## src/rtl/dot_div_if.sv

```systemverilog
// Operand/result FIFO bundle for the dot_div stage: two first-word-fallthrough
// operand FIFOs in, one result FIFO out.
interface dot_div_if;
  logic [31:0] num;
  logic        num_empty;
  logic        num_rd_en;
  logic [31:0] den;
  logic        den_empty;
  logic        den_rd_en;
  logic [31:0] out;
  logic        out_hit;
  logic        out_full;
  logic        out_wr_en;

  // Divider side: pops operands, pushes results.
  modport master (
    input  num, num_empty, den, den_empty, out_full,
    output num_rd_en, den_rd_en, out, out_hit, out_wr_en
  );

  // FIFO side: supplies operands, absorbs results.
  modport slave (
    output num, num_empty, den, den_empty, out_full,
    input  num_rd_en, den_rd_en, out, out_hit, out_wr_en
  );
endinterface

```

## src/rtl/dot_div.sv

```systemverilog
// Iterative signed Q-format divider t = num / den, one quotient bit per cycle.
// Define DOT_DIV_SATURATE_EN to clamp out-of-range quotients instead of wrapping.
module dot_div #(
  parameter int Q_BITS = 10
) (
  input logic       clock,
  input logic       reset,
  dot_div_if.master bus
);
  localparam int DW = 32 + Q_BITS;
  localparam int CW = $clog2(DW + 1);

  typedef enum logic [1:0] {IDLE, DIV, WRITE} state_t;

  state_t         state;
  state_t         state_next;
  logic [DW-1:0]  dividend;
  logic [31:0]    divisor;
  logic [32:0]    rem;
  logic [CW-1:0]  count;
  logic           neg;
  logic [31:0]    out_q;
  logic           hit_q;

  logic           pop;
  logic           den_zero;
  logic [32:0]    num_ext;
  logic [32:0]    den_ext;
  logic [32:0]    num_abs;
  logic [32:0]    den_abs;
  logic [32:0]    rem_shift;
  logic [32:0]    rem_diff;
  logic           q_bit;
  logic [DW-1:0]  quot_final;
  logic [DW-1:0]  quot_signed;
  logic [31:0]    result;

  // 33-bit magnitudes so that -2^31 has a representable absolute value.
  assign num_ext  = {bus.num[31], bus.num};
  assign den_ext  = {bus.den[31], bus.den};
  assign num_abs  = bus.num[31] ? (33'd0 - num_ext) : num_ext;
  assign den_abs  = bus.den[31] ? (33'd0 - den_ext) : den_ext;
  assign den_zero = (bus.den == 32'd0);

  // Pops and pushes are held off while reset is asserted.
  assign pop           = (state == IDLE) && !bus.num_empty && !bus.den_empty && reset;
  assign bus.num_rd_en = pop;
  assign bus.den_rd_en = pop;
  assign bus.out_wr_en = (state == WRITE) && !bus.out_full && reset;
  assign bus.out       = out_q;
  assign bus.out_hit   = hit_q;

  // The dividend register doubles as the quotient shift register.
  assign rem_shift  = {rem[31:0], dividend[DW-1]};
  assign rem_diff   = rem_shift - {1'b0, divisor};
  assign q_bit      = (rem_shift >= {1'b0, divisor});
  assign quot_final = {dividend[DW-2:0], q_bit};

  always_comb begin
    quot_signed = neg ? (~quot_final + 1'b1) : quot_final;
    result      = quot_signed[31:0];
`ifdef DOT_DIV_SATURATE_EN
    if (!neg && (quot_final > DW'(32'h7FFF_FFFF)))
      result = 32'h7FFF_FFFF;
    else if (neg && (quot_final > DW'(32'h8000_0000)))
      result = 32'h8000_0000;
`endif
  end

  always_comb begin
    state_next = state;
    case (state)
      IDLE:    if (pop) state_next = den_zero ? WRITE : DIV;
      DIV:     if (count == CW'(1)) state_next = WRITE;
      WRITE:   if (!bus.out_full) state_next = IDLE;
      default: state_next = IDLE;
    endcase
  end

  always_ff @(posedge clock or negedge reset) begin
    if (!reset) begin
      state    <= IDLE;
      dividend <= '0;
      divisor  <= '0;
      rem      <= '0;
      count    <= '0;
      neg      <= 1'b0;
      out_q    <= '0;
      hit_q    <= 1'b0;
    end else begin
      state <= state_next;
      case (state)
        IDLE: begin
          if (pop) begin
            dividend <= {num_abs[31:0], {Q_BITS{1'b0}}};
            divisor  <= den_abs[31:0];
            rem      <= '0;
            neg      <= bus.num[31] ^ bus.den[31];
            count    <= CW'(DW);
            if (den_zero) begin
              out_q <= 32'h7FFF_FFFF;
              hit_q <= 1'b0;
            end
          end
        end
        DIV: begin
          dividend <= quot_final;
          rem      <= q_bit ? rem_diff : rem_shift;
          count    <= count - 1'b1;
          if (count == CW'(1)) begin
            out_q <= result;
            hit_q <= ($signed(result) > 0);
          end
        end
        default: ;
      endcase
    end
  end
endmodule

```

## src/flat_wrapper.sv

```systemverilog
// flat-port wrapper written by rule: the top's interface ports become plain ports
module dot_div_flat 
#(
  parameter int Q_BITS = 10
)
  (clock, reset, bus_num, bus_num_empty, bus_den, bus_den_empty, bus_out_full, bus_num_rd_en, bus_den_rd_en, bus_out, bus_out_hit, bus_out_wr_en);
  dot_div_if bus_i ();
  input logic clock;
  input logic reset;
  input wire logic [$bits(bus_i.num)-1:0] bus_num;
  input wire logic [$bits(bus_i.num_empty)-1:0] bus_num_empty;
  input wire logic [$bits(bus_i.den)-1:0] bus_den;
  input wire logic [$bits(bus_i.den_empty)-1:0] bus_den_empty;
  input wire logic [$bits(bus_i.out_full)-1:0] bus_out_full;
  output wire logic [$bits(bus_i.num_rd_en)-1:0] bus_num_rd_en;
  output wire logic [$bits(bus_i.den_rd_en)-1:0] bus_den_rd_en;
  output wire logic [$bits(bus_i.out)-1:0] bus_out;
  output wire logic [$bits(bus_i.out_hit)-1:0] bus_out_hit;
  output wire logic [$bits(bus_i.out_wr_en)-1:0] bus_out_wr_en;
  assign bus_i.num = bus_num;
  assign bus_i.num_empty = bus_num_empty;
  assign bus_i.den = bus_den;
  assign bus_i.den_empty = bus_den_empty;
  assign bus_i.out_full = bus_out_full;
  assign bus_num_rd_en = bus_i.num_rd_en;
  assign bus_den_rd_en = bus_i.den_rd_en;
  assign bus_out = bus_i.out;
  assign bus_out_hit = bus_i.out_hit;
  assign bus_out_wr_en = bus_i.out_wr_en;
  dot_div #(.Q_BITS(Q_BITS)) u_core (.clock(clock), .reset(reset), .bus(bus_i));
endmodule
```

## config.mk

```make
export PLATFORM = sky130hd
export DESIGN_NAME = dot_div_flat
export DESIGN_NICKNAME = d
export VERILOG_FILES = /design/src/rtl/dot_div_if.sv /design/src/rtl/dot_div.sv /design/src/flat_wrapper.sv
export SDC_FILE = /design/constraint.sdc
export NUM_CORES = 1
export LEC_CHECK = 0
export CAP_MARGIN = 20
export CORE_MARGIN = 2
export CORE_UTILIZATION = 45
export CTS_BUF_LIST = sky130_fd_sc_hd__clkbuf_16
export DETAILED_ROUTE_END_ITERATION = 6
export PLACE_DENSITY = 0.69
export SLEW_MARGIN = 20
export SYNTH_ARGS = -nofsm -noshare
export SYNTH_HDL_FRONTEND = slang
export SYNTH_SLANG_ARGS = --single-unit
```

## constraint.sdc

```tcl
create_clock -name clock -period 5.4 [get_ports clock]
set_clock_uncertainty 0.05 [all_clocks]
set_input_delay 0.81 -clock clock [delete_from_list [all_inputs] [get_ports clock]]
set_output_delay 0.81 -clock clock [all_outputs]
set_load 0.02 [all_outputs]
```

---- Yosys cells after proc, flatten, opt, wreduce, memory -nomap -nowiden ----
Cells that the tools add are included.
W data, S select, Z words.
operators by class
  add/subtract/negate cells ............... 5
  magnitude comparators ................... 2
  eq/ne operators ......................... 7
  multiplexer cells ....................... 23
  bitwise logic cells ..................... 2
  reductions and logical operators ........ 15
operators with widths
  operator                 number
  $mux W32                 8
  $pmux W32 S2             2
  $pmux W42 S2             1
  $sub A1 B32 Y32 const A  2
  $mux W42                 1
  $ge A33 B32 Y1           1
  $add A32 B1 Y32 const B  1
  $gt A32 B1 Y1 const B    1
  $logic_not A32 Y1        1
  $not A32 Y32             1
  $sub A32 B32 Y32         1
  $pmux W6 S2              1
  $mux W2                  4
  $eq A6 B1 Y1 const B     1
  $mux W6                  1
  $pmux W2 S3              1
  $sub A6 B1 Y6 const B    1
  $logic_and A1 B1 Y1      5
  $ne A2 B1 Y1 const B     2
  $ne A2 B2 Y1 const B     2
  $reduce_and A2 Y1        2
  $reduce_and A4 Y1        1
  $logic_not A1 Y1         3
  $mux W1                  3
  other kinds (7)          7
word-level totals
  bits in registers ....................... 148
  input bits .............................. 69
  output and inout port bits .............. 36
  logic and storage cells ................. 62

---- Depth between registers and ports, before layout ----
  depth in word-level cells ............... 7
  mapped depth ............................ 23
  depth with buffers taken out ............ 20

---- Worst setup path after synthesis ----
No wires, ideal clock.
  path kind ............................... register to register
  from .................................... register u_core.rem[7]
  to ...................................... register u_core.hit_q (netlist: u_core.bus.out_hit)
  data arrival time ....................... 4757 ps
  required time ........................... 5213 ps
  slack ................................... 456 ps
  stages on the path, launching flop included .. 23
  buffers on the path ..................... 3
  path through ............................ dfrtp_1 > ha_1 > clkbuf_1 > a21oi_1 > o21ai_0 > a211o_1 > o2111ai_1 > a21boi_1 > or2_2 > buf_2 > inv_2 > clkbuf_1 > ha_1 > nand2b_1 > nor4_1 > nand4_1 > or4b_1 > nand2_1 > a31oi_1 > nor2_1 > nand4_1 > nor4_1 > a22oi_1
on the way
  cells in the longest elaborated chain, start to end .. 7
RTL lines
  item                    line            text
  from (decl)             dot_div.sv:19   logic [32:0] rem;
  from (signal assigned)  dot_div.sv:108  rem <= q_bit ? rem_diff : rem_shift;
  $ge A33 B32 Y1 *        dot_div.sv:56   assign q_bit = (rem_shift >= {1'b0, divisor});
  $not A32 Y32            dot_div.sv:60   quot_signed = neg ? (~quot_final + 1'b1) : quot_final;
  $add A32 B1 Y32         dot_div.sv:60
  $mux W32 *              dot_div.sv:60
  $gt A32 B1 Y1 *         dot_div.sv:112  hit_q <= ($signed(result) > 0);
  $mux W1 *               dot_div.sv:110  if (count == CW'(1)) begin
  $pmux W1 S2 *           dot_div.sv:92   case (state)
  to (signal assigned)    dot_div.sv:112
  to (decl)               dot_div.sv:23   logic hit_q;
Every way passes the cells marked *; elsewhere a longest branch is shown, timed or not. The select of a mux whose other input is x is not followed.
A chain may end at the register's enable or synchronous reset.

---- Final worst setup path ----
  from .................................... register u_core.rem[10]
  to ...................................... register u_core.hit_q (netlist: u_core.bus.out_hit)
The elaborated chain is that of the path after synthesis.

==> results.toml <==
[floorplanning]
core_region_area_mm2 = 0.0212
ios = 105
row_count = 53
start_util_pct = 46.0
die_area_mm2 = 0.0228
dieWidth_um = 151
die_h_um = 151

[drt]
vias_per_cell = 5.70
post-route-drc-count = 0
wl_per_cell_um = 16.1
ant_nets = 0
drt_iter0_markers = 563
vias = 8515
finalWirelength_um = 24000
firstDrtPassIters = 5

[yosys]
yosys_register_bits = 148
syn_inst = 1144
synth_top_area_share_pct = 38.1
synth_nets = 1251
synthFlopType = "dfrtp_1"
yosysTopAreaCell = "dfrtp_1"
synth_common_cells = "o21ai_0 (160), dfrtp_1 (148), nand2_1 (117)"
synth-edff-count = 0
seq_area_frac_synth_pct = 38.1
synth_area_leaders = "dfrtp_1 (38%), o21ai_0 (8.2%), xor2_1 (8.1%)"
async_reset_ff_share_pct = 100
yosysUniqueCellTypes = 67
synth.avg_cell_area_um2 = 8.51
ys_warn_count = 0
synth.most_common_cell = "o21ai_0"
syn_area_mm2 = 0.00973

[sta]
worst_slack_ns = 0.489
slew_headroom_pct = 32.1
period_needed_ns = 4.91
tightest_slew_ns = 1.02
setup_tns_ns = 0
final_hold_viol_count = 0
max_freq_ghz = 0.204
rsz0062_at_grt = "false"
drv_slew = 0
setup-violations-final = 0
period_share_pct = 90.9

[clock_network]
clockRootBuffer = "clkbuf_16"
worstSkewPairLatency_ns = 0.42
clkSinkCount = 148
postCtsSetupRepairBufs = 0
cts_buffers = 17
clock_path_buffers = 2
tritoncts = "built"
clkTransAtPathRegs_ns = 0.06
hold_buffers = 0
htreeDepth = 4

[hold_path]
hold_path.class = "in -> async"

[place]
dp_cells = 1464
place_ws_ns = 0.403
dp_hpwl_um = 17200
finalWeightedCongestion = 0.876
io_buffers = 104
place_area_mm2 = 0.0110

[grt]
grt_usage_pct = 21.9
grt_pass1_vias = 8038
grt_pass1_wl_um = 40000
antenna_found_initial = 0
grt_max_degree = 120
grt_overflow = 0

[power_and_ir_drop]
leakagePower_nw = 4.88
vdd_drop_max_v = 0.000260
p_per_area_mw_per_mm2 = 650

[final_layout]
fin_area_mm2 = 0.0116
finalNetCount = 1315
drive_gt1_share_pct = 5.57
area_growth_pct = 18.8
final_util_pct = 54.6
finalNonFillerCells = 1495
num_antenna_cells = 0

[critical_path]
path_cells = "ha_1 -> nand4_1 -> or4_1 -> a211oi_2 -> o2111ai_2 -> a21boi_1 -> buf_4 -> or2_2 -> inv_2 -> ha_1 -> nand2b_1 -> o21ai_0 -> xor2_1 -> nand3_1 -> a2111oi_1 -> nand4_1 -> nor4_1 -> nand4_1 -> nor4_1 -> a22oi_1"
cp_slowest_cell = "or4_1"
crit_type = "reg -> reg"
required_ns = 5.64
slowest_delay_ns = 0.53
worstPathArrival_ns = 5.15
path_max_fanout = 7
setup.worst_path.start_class = "flop"
cpMostUsedCell = "nand4_1"
critPathCaptureType = "flop"

[job]
drv_cap = 0

[run_status]
status = "completed"
-- registers in the layout, indices dropped and copies added, names as in the netlist --
signal,flops
u_core.bus.out,32
u_core.bus.out_hit,1
u_core.count,6
u_core.dividend,42
u_core.divisor,32
u_core.neg,1
u_core.rem,32
u_core.state,2
-- layout by cell type, fill, tap and decap left out, types with 4 or more instances in the layout --
cell             netlist  final
a21o_1                17     17
a21oi_1               66     66
a221o_1                5      5
a22oi_1               30     30
a31oi_1                9      9
and2_1                 5      5
buf_4                  1     12
clkbuf_16              0     17
clkdlybuf4s50_1        0    103
clkinv_2               0      5
dfrtp_1              148    148
ha_1                  37     37
inv_1                 49     50
mux2i_1                9      9
nand2_1              117    116
nand2b_1               7      6
nand3_1               41     41
nand3b_1               4      4
nand4_1               14     14
nor2_1                62     61
nor2b_1                6      5
nor3_1                14     14
nor4_1                 8      7
o211ai_1               5      5
o21ai_0              160    160
o22a_1                 4      4
o31ai_1               30     30
o41ai_1               17     16
or2_2                  9      9
or3_1                 21     21
or4_1                 12     12
xnor2_1               25     25
xor2_1                90     90
-- final cells by class --
| cell class | instances | area (um2) |
|---|---|---|
| inverter | 50 | 188 |
| clock inverter | 14 | 145 |
| tap | 275 | 344 |
| timing repair buffer | 117 | 1140 |
| fill | 1968 | 9600 |
| multi-input combinational | 874 | 5610 |
| clock buffer | 17 | 425 |
| sequential | 148 | 3700 |
-- worst paths after layout --
| path | to | slack [ns] | from | cells after the start |
|---|---|---|---|---|
| min in group clock | u_core.divisor[9]$_DFFE_PN0P_ | 0.43 | u_core.divisor[9]$_DFFE_PN0P_ | 2 |
| max in group asynchronous | u_core.divisor[1]$_DFFE_PN0P_ | 3.29 | reset | 3 |
| setup reg to reg | u_core.bus.out_hit$_DFFE_PN0P_ | 0.49 | u_core.rem[10]$_DFFE_PN0P_ | 20 |
| hold / removal | u_core.bus.out[25]$_DFFE_PN0P_ | 0.26 | reset | 1 |
| hold reg to reg | u_core.divisor[9]$_DFFE_PN0P_ | 0.43 | u_core.divisor[9]$_DFFE_PN0P_ | 2 |
| setup / recovery | u_core.bus.out_hit$_DFFE_PN0P_ | 0.49 | u_core.rem[10]$_DFFE_PN0P_ | 20 |
-- routing by layer --
| layer | wire [um] | share of wire (%) | GRT usage (%) | vias up |
|---|---|---|---|---|
| li1 | - | - | - | 4250 |
| met1 | 11600 | 48 | 30.6 | 4039 |
| met2 | 11200 | 47 | 35.4 | 196 |
| met3 | 889 | 3.7 | 2.86 | 30 |
| met4 | 400 | 1.7 | 6.73 | 0 |
| met5 | 0 | 0 | 0 | - |
-- kinds of logic (layout without fill, tap and decap cells) --
group                    count (synthesis)  after routing  synth area share (%)
buffers and inverters                  122            198                  4.83
XOR/XNOR                               115            115                  10.4
flip-flops                             148            148                  38.1
multiplexers                            11             11                  1.16
adder cells (fa/ha/maj)                 38             38                  4.96
AND/OR/NAND/NOR                        337            337                  17.1
AO/OA/AOI/OAI                          373            373                  23.5
-- per-stage QoR --
stage	hold slack (ns)	power, mW
2_1_floorplan	0.388	5.20
3_3_place_gp	0.408	6.20
3_5_place_dp	0.414	6.27
4_1_cts	0.260	7.49
5_1_grt	0.277	8.21
6_report	0.256	7.51
-- power breakdown --
group	total, mW	internal, mW	switching, mW	leakage (nW)
registers	2.02	1.60	0.421	1.76
clock network	1.16	0.711	0.445	0.282
logic	4.33	1.81	2.52	2.84
-- what timing repair did --
action	4_1_cts	5_1_grt
endpoints found under the setup margin	0	1
gates resized for setup	0	5
endpoints found under the hold margin	0	0
-- worst max-delay path: cells and delay by family, from the launching register on --
kind	cells	cell delay [ns]
compound gates	6	1.25
flops	1	0.39
simple gates	9	2.05
xor+xnor	1	0.21
fa+ha+maj	2	0.62
buf+inv	2	0.20
(Power assumes the default switching activity.)
